**src/rtl/tilt_decoder_if.sv**
```systemverilog
// tilt_decoder_if: accelerometer samples in, filtered values and
// committed tilt direction out.
interface tilt_decoder_if;
  logic signed [11:0] acc_x;
  logic signed [11:0] acc_y;
  logic signed [11:0] acc_z;
  logic signed [11:0] filt_x;
  logic signed [11:0] filt_y;
  logic [2:0]         dir;
  logic               dir_valid;
  logic               ready;

  modport master (
    output acc_x, acc_y, acc_z,
    input  filt_x, filt_y, dir, dir_valid, ready
  );

  modport slave (
    input  acc_x, acc_y, acc_z,
    output filt_x, filt_y, dir, dir_valid, ready
  );
endinterface

```
**src/rtl/tilt_decoder.sv**
```systemverilog
// tilt_decoder: moving-average filter, hysteretic tilt classifier, debounce.
// TILT_ZCHECK_EN adds a Z window; negative filtered Z forces FLAT.
module tilt_decoder #(
  parameter int unsigned AVG_LOG2 = 2,
  parameter logic [11:0] THRESH   = 12'd300,
  parameter logic [11:0] HYST     = 12'd100,
  parameter logic [3:0]  HOLD     = 4'd3
) (
  input logic           clk_25,
  input logic           rst,
  tilt_decoder_if.slave bus
);
  localparam int unsigned N  = 1 << AVG_LOG2;
  localparam int unsigned SW = 12 + AVG_LOG2;
`ifdef TILT_ZCHECK_EN
  localparam int unsigned NA = 3;
`else
  localparam int unsigned NA = 2;
`endif
  localparam logic [2:0] FLAT  = 3'd0;
  localparam logic [2:0] UP    = 3'd1;
  localparam logic [2:0] DOWN  = 3'd2;
  localparam logic [2:0] LEFT  = 3'd3;
  localparam logic [2:0] RIGHT = 3'd4;
  localparam logic [11:0] EXIT = THRESH - HYST;

  typedef enum logic [1:0] {
    FILL,
    TRACK,
    CONFIRM
  } state_t;

  state_t               state;
  logic signed [11:0]   win  [NA][N];
  logic signed [SW-1:0] sum  [NA];
  logic signed [11:0]   samp [NA];
  logic signed [11:0]   filt [NA];
  logic [4:0]           fill;
  logic [3:0]           cnt;
  logic [3:0]           n;
  logic [2:0]           dir;
  logic [2:0]           cand;
  logic [2:0]           cand_q;
  logic [2:0]           dom;
  logic [11:0]          mag_x;
  logic [11:0]          mag_y;
  logic [11:0]          m;
  logic                 x_dom;
  logic                 dir_valid;
  logic                 ready;

  always_comb begin
    samp[0] = bus.acc_x;
    samp[1] = bus.acc_y;
`ifdef TILT_ZCHECK_EN
    samp[2] = bus.acc_z;
`endif
    for (int a = 0; a < int'(NA); a++)
      filt[a] = 12'(sum[a] >>> AVG_LOG2);
  end

`ifndef TILT_ZCHECK_EN
  logic unused_z;
  assign unused_z = ^bus.acc_z;
`endif

  // Magnitude is unsigned so that -2048 maps to 2048.
  always_comb begin
    mag_x = filt[0][11] ? -filt[0] : filt[0];
    mag_y = filt[1][11] ? -filt[1] : filt[1];
    x_dom = mag_x >= mag_y;
    m     = x_dom ? mag_x : mag_y;
    dom   = x_dom ? (filt[0][11] ? LEFT : RIGHT)
                  : (filt[1][11] ? DOWN : UP);
    cand  = dir;
    unique case (1'b1)
      (m > THRESH): cand = dom;
      (m < EXIT):   cand = FLAT;
      default:      ;
    endcase
`ifdef TILT_ZCHECK_EN
    if (filt[2][11]) cand = FLAT;
`endif
    n = (cand == cand_q) ? cnt + 4'd1 : 4'd1;
  end

  always_ff @(posedge clk_25 or posedge rst) begin
    if (rst) begin
      state     <= FILL;
      fill      <= '0;
      cnt       <= '0;
      cand_q    <= FLAT;
      dir       <= FLAT;
      dir_valid <= 1'b0;
      ready     <= 1'b0;
      for (int a = 0; a < int'(NA); a++) begin
        sum[a] <= '0;
        for (int i = 0; i < int'(N); i++)
          win[a][i] <= '0;
      end
    end else begin
      for (int a = 0; a < int'(NA); a++) begin
        sum[a] <= sum[a] + SW'(samp[a]) - SW'(win[a][N-1]);
        win[a][0] <= samp[a];
        for (int i = 1; i < int'(N); i++)
          win[a][i] <= win[a][i-1];
      end
      cand_q    <= cand;
      dir_valid <= 1'b0;
      unique case (state)
        FILL: begin
          fill <= fill + 5'd1;
          if (fill + 5'd1 == 5'(N)) begin
            state <= TRACK;
            ready <= 1'b1;
          end
        end
        default: begin
          if (cand != dir) begin
            if (n == HOLD) begin
              dir       <= cand;
              dir_valid <= 1'b1;
              cnt       <= '0;
              state     <= TRACK;
            end else begin
              cnt   <= n;
              state <= CONFIRM;
            end
          end else begin
            cnt   <= '0;
            state <= TRACK;
          end
        end
      endcase
    end
  end

  assign bus.filt_x    = filt[0];
  assign bus.filt_y    = filt[1];
  assign bus.dir       = dir;
  assign bus.dir_valid = dir_valid;
  assign bus.ready     = ready;
endmodule

```
**src/flat_wrapper.sv**
```systemverilog
// flat-port wrapper written by rule: the top's interface ports become plain ports
module tilt_decoder_flat 
#(
  parameter int unsigned AVG_LOG2 = 2,
  parameter logic [11:0] THRESH   = 12'd300,
  parameter logic [11:0] HYST     = 12'd100,
  parameter logic [3:0]  HOLD     = 4'd3
)
  (clk_25, rst, bus_acc_x, bus_acc_y, bus_acc_z, bus_filt_x, bus_filt_y, bus_dir, bus_dir_valid, bus_ready);
  tilt_decoder_if bus_i ();
  input logic clk_25;
  input logic rst;
  input wire logic [$bits(bus_i.acc_x)-1:0] bus_acc_x;
  input wire logic [$bits(bus_i.acc_y)-1:0] bus_acc_y;
  input wire logic [$bits(bus_i.acc_z)-1:0] bus_acc_z;
  output wire logic [$bits(bus_i.filt_x)-1:0] bus_filt_x;
  output wire logic [$bits(bus_i.filt_y)-1:0] bus_filt_y;
  output wire logic [$bits(bus_i.dir)-1:0] bus_dir;
  output wire logic [$bits(bus_i.dir_valid)-1:0] bus_dir_valid;
  output wire logic [$bits(bus_i.ready)-1:0] bus_ready;
  assign bus_i.acc_x = bus_acc_x;
  assign bus_i.acc_y = bus_acc_y;
  assign bus_i.acc_z = bus_acc_z;
  assign bus_filt_x = bus_i.filt_x;
  assign bus_filt_y = bus_i.filt_y;
  assign bus_dir = bus_i.dir;
  assign bus_dir_valid = bus_i.dir_valid;
  assign bus_ready = bus_i.ready;
  tilt_decoder #(.AVG_LOG2(AVG_LOG2), .THRESH(THRESH), .HYST(HYST), .HOLD(HOLD)) u_core (.clk_25(clk_25), .rst(rst), .bus(bus_i));
endmodule
```
**config.mk**
```make
export PLATFORM = sky130hd
export DESIGN_NAME = tilt_decoder_flat
export DESIGN_NICKNAME = d
export VERILOG_FILES = /design/src/rtl/tilt_decoder_if.sv /design/src/rtl/tilt_decoder.sv /design/src/flat_wrapper.sv
export SDC_FILE = /design/constraint.sdc
export NUM_CORES = 1
export LEC_CHECK = 0
export CORE_MARGIN = 2
export CORE_UTILIZATION = 45
export DETAILED_ROUTE_END_ITERATION = 7
export GPL_ROUTABILITY_DRIVEN = 0
export PLACE_DENSITY = 0.7
export SKIP_LAST_GASP = 1
export SLEW_MARGIN = 20
export SYNTH_ARGS = -nofsm -noshare
export SYNTH_HDL_FRONTEND = slang
export SYNTH_SLANG_ARGS = --single-unit
```
**constraint.sdc**
```tcl
create_clock -name clk_25 -period 4.3 [get_ports clk_25]
set_clock_uncertainty 0.2 [all_clocks]
set_input_delay 0.645 -clock clk_25 [delete_from_list [all_inputs] [get_ports clk_25]]
set_output_delay 0.645 -clock clk_25 [all_outputs]
set_load 0.05 [all_outputs]
```
# Word-level counts from Yosys, hierarchy flattened
# Index checks and enable logic that the tools add are counted.
# totals
out_inout_bits	29
in_bits	38
ff_bits	143
elab_cells	54
# classes
bitwise	1
n_reduce_logical	3
eq_ne	5
magnitude_cmp	3
mux	17
addsub	8
# ops
operator	count
$mux 12	3
$add 14x12->14	2
$sub 14x12->14	2
$neg 12->12	2
$ge 12x12->1	1
$gt 12x9->1 const B	1
$lt 12x8->1 const B	1
$mux 4	3
$mux 2	5
$mux 3	2
$pmux 3 s2	1
$add 5x1->5 const B	1
$eq 5x3->1 const B	1
$add 4x1->4 const B	1
$eq 4x2->1 const B	1
$eq 3x3->1	1
$mux 1	3
$ne 3x3->1	1
$reduce_and 3->1	1
$logic_not 2->1	1
$ne 2x1->1 const B	1
$reduce_and 2->1	1
$not 1->1	1

# Depth between registers and ports, before layout
# Gate-level depths: netlist of the first run.
# logic_depth
depth_word	12
depth_mapped	19
mapped_depth_nobuf	18

# Worst setup path before layout of the first run
# Ideal clock, no wire load.
# synth_timing
path_kind	register -> register
startpoint	register u_core.sum, in the netlist u_core.bus.filt_y[1]
endpoint	register u_core.dir[0] (netlist: u_core.bus.dir[0])
path_buffers	1
stages_incl_launch_ff	19
t_required_ps	3975
arrival_ps	4217
setup_slack_ps	-242
setup_ps	125
path_cell_list	dfrtp_1 -> clkbuf_1 -> inv_1 -> ha_1 -> nor2b_1 -> a31o_2 -> xnor2_1 -> inv_1 -> ha_1 -> and4_1 -> a221o_1 -> a41oi_1 -> o31ai_2 -> a211oi_1 -> o21ai_0 -> and3_1 -> nor4_4 -> nand3_4 -> mux2_4
# synth_between
elab_chain_cells	10
elab_cells_between_ends	13
# synth_lines
item	line	rtl
start: declaration	tilt_decoder.sv:35	logic signed [SW-1:0] sum [NA];
start signal: indexed assignment	tilt_decoder.sv:103	sum[a] <= sum[a] + SW'(samp[a]) - SW'(win[a][N-1]);
$neg 12->12	tilt_decoder.sv:70	mag_y = filt[1][11] ? -filt[1] : filt[1];
$mux 12 *	tilt_decoder.sv:70	
$ge 12x12->1	tilt_decoder.sv:71	x_dom = mag_x >= mag_y;
$mux 12	tilt_decoder.sv:72	m = x_dom ? mag_x : mag_y;
$lt 12x8->1 / $gt 12x9->1 (equally long branches)	tilt_decoder.sv:78, tilt_decoder.sv:77	
$pmux 3 s2 *	tilt_decoder.sv:76	unique case (1'b1)
$eq 3x3->1	tilt_decoder.sv:84	n = (cand == cand_q) ? cnt + 4'd1 : 4'd1;
$mux 4	tilt_decoder.sv:84	
$eq 4x2->1	tilt_decoder.sv:120	if (n == HOLD) begin
$reduce_and 3->1 (no source line)	-	
end signal: assignment	tilt_decoder.sv:121	dir <= cand;
end: declaration	tilt_decoder.sv:41	logic [2:0] dir;
# Mark *: on every way between the ends. The rest lies on a longest branch, timed or not.
# A chain may end at the register's enable or synchronous reset.

# Worst setup path in the final report of the first run
# layout_timing
startpoint	register u_core.sum, in the netlist u_core.bus.filt_x[2]
endpoint	register u_core.dir[0] (netlist: u_core.bus.dir[0])
# layout_between
elab_chain_cells	10
elab_cells_between_ends	13
# layout_lines
item	line	rtl
$neg 12->12	tilt_decoder.sv:69	mag_x = filt[0][11] ? -filt[0] : filt[0];
$mux 12 *	tilt_decoder.sv:69	
$ge 12x12->1	tilt_decoder.sv:71	
$mux 12	tilt_decoder.sv:72	
$lt 12x8->1 / $gt 12x9->1 (equally long branches)	tilt_decoder.sv:78, tilt_decoder.sv:77	
$pmux 3 s2 *	tilt_decoder.sv:76	
$eq 3x3->1	tilt_decoder.sv:84	
$mux 4	tilt_decoder.sv:84	
$eq 4x2->1	tilt_decoder.sv:120	
$reduce_and 3->1 (no source line)	-	
# Marks and branches as above.

==> metrics.yaml, run 1 <==
timing:
  drv_slew: 0
  hold_viol: 0
  fmax_ghz: 0.232
  period_needed_ns: 4.30
  max_slew.worst_pin.slew_ns: 0.951
  post-route-worst-setup-slack_ns: -0.00457
  finalSetupTns_ns: -0.00457
  finalSetupViolCount: 1
  rsz0062_at_grt: "true"
  post-route-period-util_pct: 100
  relSlewSlack_pct: 36.4
status:
  outcome: "complete, but fails checks"
  violations: "setup timing"
worst_setup_path:
  crit_path_end_kind: "flip-flop"
  crit_type: "flip-flop to flip-flop"
  r2r-end: "u_core.bus.dir[0]"
  crit_required_ns: 4.41
  cp_max_fo: 5
  regToRegStartpoint: "u_core.bus.filt_x[2]"
  worstSetupStartpointType: "flip-flop"
  ff2ff_path_depth: 15
  regToRegSetupSlack_ns: -0.005
  critical_path_arrival_ns: 4.41
floorplan:
  start_util_pct: 45.8
  std_cell_rows: 47
  die_area_sq_mm: 0.0179
  coreArea_sq_mm: 0.0165
  die_h_um: 134
  ioPinCount: 67
  die_x_um: 134
placement:
  port_buffers: 54
  dp_slack_ns: -0.315
  place_hpwl_um: 10800
drt:
  drtIter0Drc: 202
  dr.pass1.iters: 4
  drt-total-wl_um: 14500
  via_per_inst: 4.97
  wl_per_cell_um: 14.3
  vias: 5039
  drc_errors: 0
  drtAntennaViolNets: 0
synth:
  yosysTopAreaCell: "dfrtp_1"
  yosys_register_bits: 143
  ys_warn_count: 0
  syn_nets: 799
  synth_flop_cell: "dfrtp_1"
  synth_edf_count: 0
  synth_area_sq_mm: 0.00757
  seq_area_frac_synth_pct: 47.3
  synth_area_leaders: "dfrtp_1 (47%), ha_1 (7.4%), fa_1 (6.9%)"
  async_flop_share_pct: 100
  synth_cell_types: 73
  synth_area_per_cell_sq_um: 11.0
  synth.top_cell.area_share_pct: 47.3
  syn_inst: 690
layout:
  drive_gt1_share_pct: 18.3
  num-nets-final: 891
  layout_common_cells: "dfrtp_1 (142), inv_1 (126), buf_4 (55)"
  fin_util_pct: 56.8
  areaGrowthSynthToFinish_pct: 24.1
  antenna_cells: 0
  final_common_cell: "dfrtp_1"
global_route:
  gr-max-usage-layer: "met2"
  grt_first_pass_wirelength_um: 24800
  met1_usage_pct: 22.4
  grt_start_max_net_pins: 82
  grt_pass1_vias: 5344
  use_met3_pct: 5.06
  met2_usage_pct: 28.8
  grt.total_usage_pct: 17.7
  antenna_found_initial: 0
  gr-total-overflow: 0
job:
  maxCapViolations: 0
clock_tree:
  clk_latency_ns: 0.43
  clk_pin_slew_ns: 0.06
  numCtsBuffers: 17
  cts_sinks: 143
  cts_tree: "done"
  ctsHoldBuffers: 0
  root_buffer: "clkbuf_16"
  h-tree-depth: 4
  clockBufferDepth: 2
worst_hold_path:
  hold_path_class: "flip-flop to flip-flop"
  hold_end: "u_core.win[3]"
  hp-start: "u_core.win[15]"
  worstHoldPathCells: 0
==> layer usage <==
metal  vias up  share of wire (%)
met5         -                  0
met4         0                2.0
met3        25                2.8
met2        69                 50
met1      2481                 45
li1       2464                  -
==> stage by stage <==
stage | hold WS, ns | cell area, sq um | instances
floorplan | 0.131 | 7680 | 690
global placement | 0.131 | 8600 | 977
detailed placement | 0.135 | 8600 | 977
CTS | 0.148 | 9290 | 1013
global route | 0.154 | 9390 | 1014
finish | 0.145 | 9390 | 1014
==> cell families after synthesis <==
| group | synth area share (%) |
|---|---|
| DFF | 47.3 |
| and+or+nand+nor | 9.66 |
| muxes | 1.14 |
| xor gates and xnor gates | 5.67 |
| adders and majority gates | 14.5 |
| buffers and inverters | 9.95 |
| AOI/OAI and AO/OA | 11.8 |
==> area by class of cell <==
| class | instances | area [sq um] |
|---|---|---|
| fill | 1345 | 7140 |
| clock inverter | 9 | 110 |
| tap | 220 | 275 |
| multi-input combinational | 379 | 3470 |
| sequential | 143 | 3580 |
| timing repair buffer | 110 | 973 |
| clock buffer | 22 | 484 |
| inverter | 131 | 495 |
==> flip-flops by register name, summed over array words and instances, names as in the netlist, 2 cells and up <==
register	count
u_core.win	96
u_core.fill	5
u_core.bus.dir	3
u_core.sum	4
u_core.state	2
u_core.bus.filt_x	12
u_core.cnt	4
u_core.cand_q	3
u_core.bus.filt_y	12
==> how the worst max path moves through the flow <==
stage          slack [ns]  depth (start not counted)                    end                 start
3_5_place_dp        -0.31                         17  u_core.bus.filt_x[11]          bus_acc_x[1]
5_1_grt             -0.14                         16      u_core.bus.dir[2]  u_core.bus.filt_x[2]
2_1_floorplan       0.002                         16      u_core.bus.dir[0]  u_core.bus.filt_x[4]
3_3_place_gp        -0.25                         17  u_core.bus.filt_x[11]          bus_acc_x[1]
6_report           -0.005                         15      u_core.bus.dir[0]  u_core.bus.filt_x[2]
4_1_cts             -0.04                         14      u_core.bus.dir[0]  u_core.bus.filt_x[4]
==> cells in the mapped netlist, types with 6 or more instances <==
library cell	n
mux2i_1	6
o31ai_1	6
nor3_1	8
nand2_1	24
nor2_1	26
or3_1	6
nand3_1	11
xnor2_1	42
dfrtp_1	143
o21ai_0	21
a21oi_1	31
xor2_1	7
a21o_1	7
a2111oi_0	6
inv_1	130
ha_1	45
buf_4	25
nand2b_1	6
fa_1	26
nor2b_1	6
==> worst max-delay path, stage by stage (launching register included) <==
cell and delay, ns:
dfrtp_1 0.42, or4_4 0.60, o31ai_4 0.24, xnor2_2 0.14, ha_1 0.26, and4_1 0.18
a221o_1 0.34, a41oi_2 0.26, o31ai_4 0.17, buf_4 0.16, a31o_2 0.22, o32ai_4 0.16
xnor2_2 0.13, nor4_4 0.27, nand3_4 0.12, mux2_4 0.30
==> timing repair <==
item / in CTS / in global routing
resized for setup: 10 / 24
pin swaps: 4 / 15
buffers inserted: 5 / 1
endpoints found under the setup margin: 8 / 14
Power of run 1 is left out: the tool's default activity adds up to more than one toggle a clock period on the data nets, which glitch-free logic cannot reach.
==> run 2: changes to the inputs <==
- MAX_ROUTING_LAYER: unset -> met4
==> run 2 against run 1 <==
The flow still finishes with violations (setup timing). Setup slack worse by 0.0034 ns. Final area stayed put. Non-clock buffer count stayed put. Sequential share of layout area stayed put. Core utilization stayed put. Critical path depth stayed put. Worst hold slack hardly changed. Register-to-register slack hardly changed. First-iteration DRC count is 5.9% higher. Sequential cell count stayed put. Via count is 0.62% higher. Count of clock-buffer cells in the layout stayed put. Highest routed layer unchanged.
==> metrics.yaml, run 2 (synthesis gave the netlist of run 1 again) <==
global_route:
  grt.total_usage_pct: 18.2  # +0.53 points
  antenna_found_initial: 0  # unchanged
  grt_pass1_vias: 5349  # +0.094%
  grt_first_pass_wirelength_um: 24800  # about the same
  grt_start_max_net_pins: 82  # unchanged
  gr-total-overflow: 0  # unchanged
timing:
  drv_slew: 0  # unchanged
  post-route-worst-setup-slack_ns: -0.00798  # -0.00341 ns
  max_slew.worst_pin.slew_ns: 0.938  # -0.0129 ns
  hold_viol: 0  # unchanged
  relSlewSlack_pct: 37.2  # +0.86 points
  finalSetupViolCount: 1  # unchanged
  period_needed_ns: 4.31  # +0.00341 ns
  fmax_ghz: 0.232  # about the same
  rsz0062_at_grt: "true"
  post-route-period-util_pct: 100  # about the same
clock_tree:
  cts_sinks: 143  # unchanged
  clk_latency_ns: 0.43  # about the same
  clk_pin_slew_ns: 0.06  # about the same
  numCtsBuffers: 17  # unchanged
  ctsHoldBuffers: 0  # unchanged
  h-tree-depth: 4  # unchanged
  cts_tree: "done"
  root_buffer: "clkbuf_16"
  clockBufferDepth: 2  # unchanged
layout:
  layout_common_cells: "dfrtp_1 (142), inv_1 (126), buf_4 (55)"
  largest_reg_flops: 96  # unchanged
  largest-register: "u_core.win"
  final_common_cell: "dfrtp_1"
  num-nets-final: 891  # unchanged
  antenna_cells: 0  # unchanged
  drive_gt1_share_pct: 18.3  # unchanged
  instances_no_fill: 1014  # unchanged
  areaGrowthSynthToFinish_pct: 24.1  # unchanged
worst_setup_path:
  crit_required_ns: 4.41  # about the same
  cp_slowest_cell: "or4_4"
  worstSetupStartpointType: "flip-flop"
  crit_path_end_kind: "flip-flop"
  path_cells: "or4_4 -> o31ai_4 -> xnor2_2 -> ha_1 -> and4_1 -> a221o_1 -> a41oi_2 -> o31ai_4 -> buf_4 -> a31o_2 -> o32ai_4 -> xnor2_2 -> nor4_4 -> nand3_4 -> mux2_4"
  crit_type: "flip-flop to flip-flop"
  slowest_delay_ns: 0.60  # about the same
  critical_path_arrival_ns: 4.42  # about the same
  cp_max_fo: 5  # unchanged
job:
  maxCapViolations: 0  # unchanged
floorplan:
  die_h_um: 134  # unchanged
  ioPinCount: 67  # unchanged
  die_x_um: 134  # unchanged
  start_util_pct: 45.8  # unchanged
  coreArea_sq_mm: 0.0165  # unchanged
  die_area_sq_mm: 0.0179  # unchanged
  std_cell_rows: 47  # unchanged
placement:
  port_buffers: 54  # unchanged
  place_hpwl_um: 10800  # unchanged
  dp.cells: 977  # unchanged
drt:
  wl_per_cell_um: 14.3  # +0.19%
  drc_errors: 0  # unchanged
  via_per_inst: 5.00  # +0.62%
  drtIter0Drc: 214  # +5.9%
  drt-total-wl_um: 14500  # +0.19%
  dr.pass1.iters: 5  # +1
  drtAntennaViolNets: 0  # unchanged
  vias: 5070  # +0.62%
status:
  outcome: "complete, but fails checks"
  violations: "setup timing"
worst_hold_path:
  hold_path_class: "flip-flop to flip-flop"
-- run 2: cell counts in the layout (fill, tap and decap cells not counted) --
Identical to the previous run, type by type.
-- run 2: final cells by class --
class,instances,area (sq um)
fill,1345,7140
sequential,143,3580
multi-input combinational,379,3470
timing repair buffer,110,973
inverter,131,495
clock buffer,22,484
tap,220,275
clock inverter,9,110
-- run 2: path summary, 6_finish.rpt --
check | endpoint | startpoint | slack, ns | cells past startpoint
setup / recovery | u_core.bus.dir[0] | u_core.bus.filt_x[2] | -0.008 | 15
hold / removal | u_core.win[3] | u_core.win[15] | 0.14 | 0
setup reg to reg | u_core.bus.dir[0] | u_core.bus.filt_x[2] | -0.008 | 15
hold reg to reg | u_core.win[3] | u_core.win[15] | 0.14 | 0
max in group asynchronous | u_core.bus.filt_y[0] | rst | 2.61 | 3
min in group asynchronous | u_core.win[39] | rst | 0.44 | 2
-- run 2: what timing repair did --
action | in CTS | in global routing
pin swaps | 4 | 15
buffers inserted | 5 | 1
resized for setup | 10 | 24
endpoints found under the setup margin | 8 | 14
-- run 2: layer usage --
metal	share of wire, %	up-vias	routed length, um	track usage [%]
met5	0	-	0	-
met4	1.9	0	278	6.97
met3	3.0	28	431	5.18
met2	50	72	7240	28.8
met1	45	2506	6590	22.3
li1	-	2464	-	-
-- run 2: worst max-delay path: cells and delay by family (launching register included) --
family / cells / cell delay (ns)
adders and majority gates: 1 / 0.26
buffers and inverters: 1 / 0.16
and+or+nand+nor: 4 / 1.17
xor gates and xnor gates: 2 / 0.27
AOI/OAI and AO/OA: 6 / 1.40
DFF: 1 / 0.42
muxes: 1 / 0.30
-- run 2: metrics by stage --
step	utilization, %	setup TNS, ns	hold WS, ns	cell area, sq um	setup WS (ns)
floorplan	-	0	0.131	7680	0.00195
global placement	52.1	-0.428	0.131	8600	-0.249
detailed placement	52.1	-1.22	0.135	8600	-0.315
CTS	56.2	-0.0909	0.148	9290	-0.0387
global route	56.8	-0.881	0.154	9390	-0.146
finish	56.8	-0.00798	0.145	9390	-0.00798
Power of run 2 is left out for the same reason.
==> run 3: changes to the inputs <==
- TNS_END_PERCENT: unset -> 100
==> results of run 3 <==
No change in the layout: final DEF, timing and power equal those of run 2.
Power of run 3 is left out for the same reason.
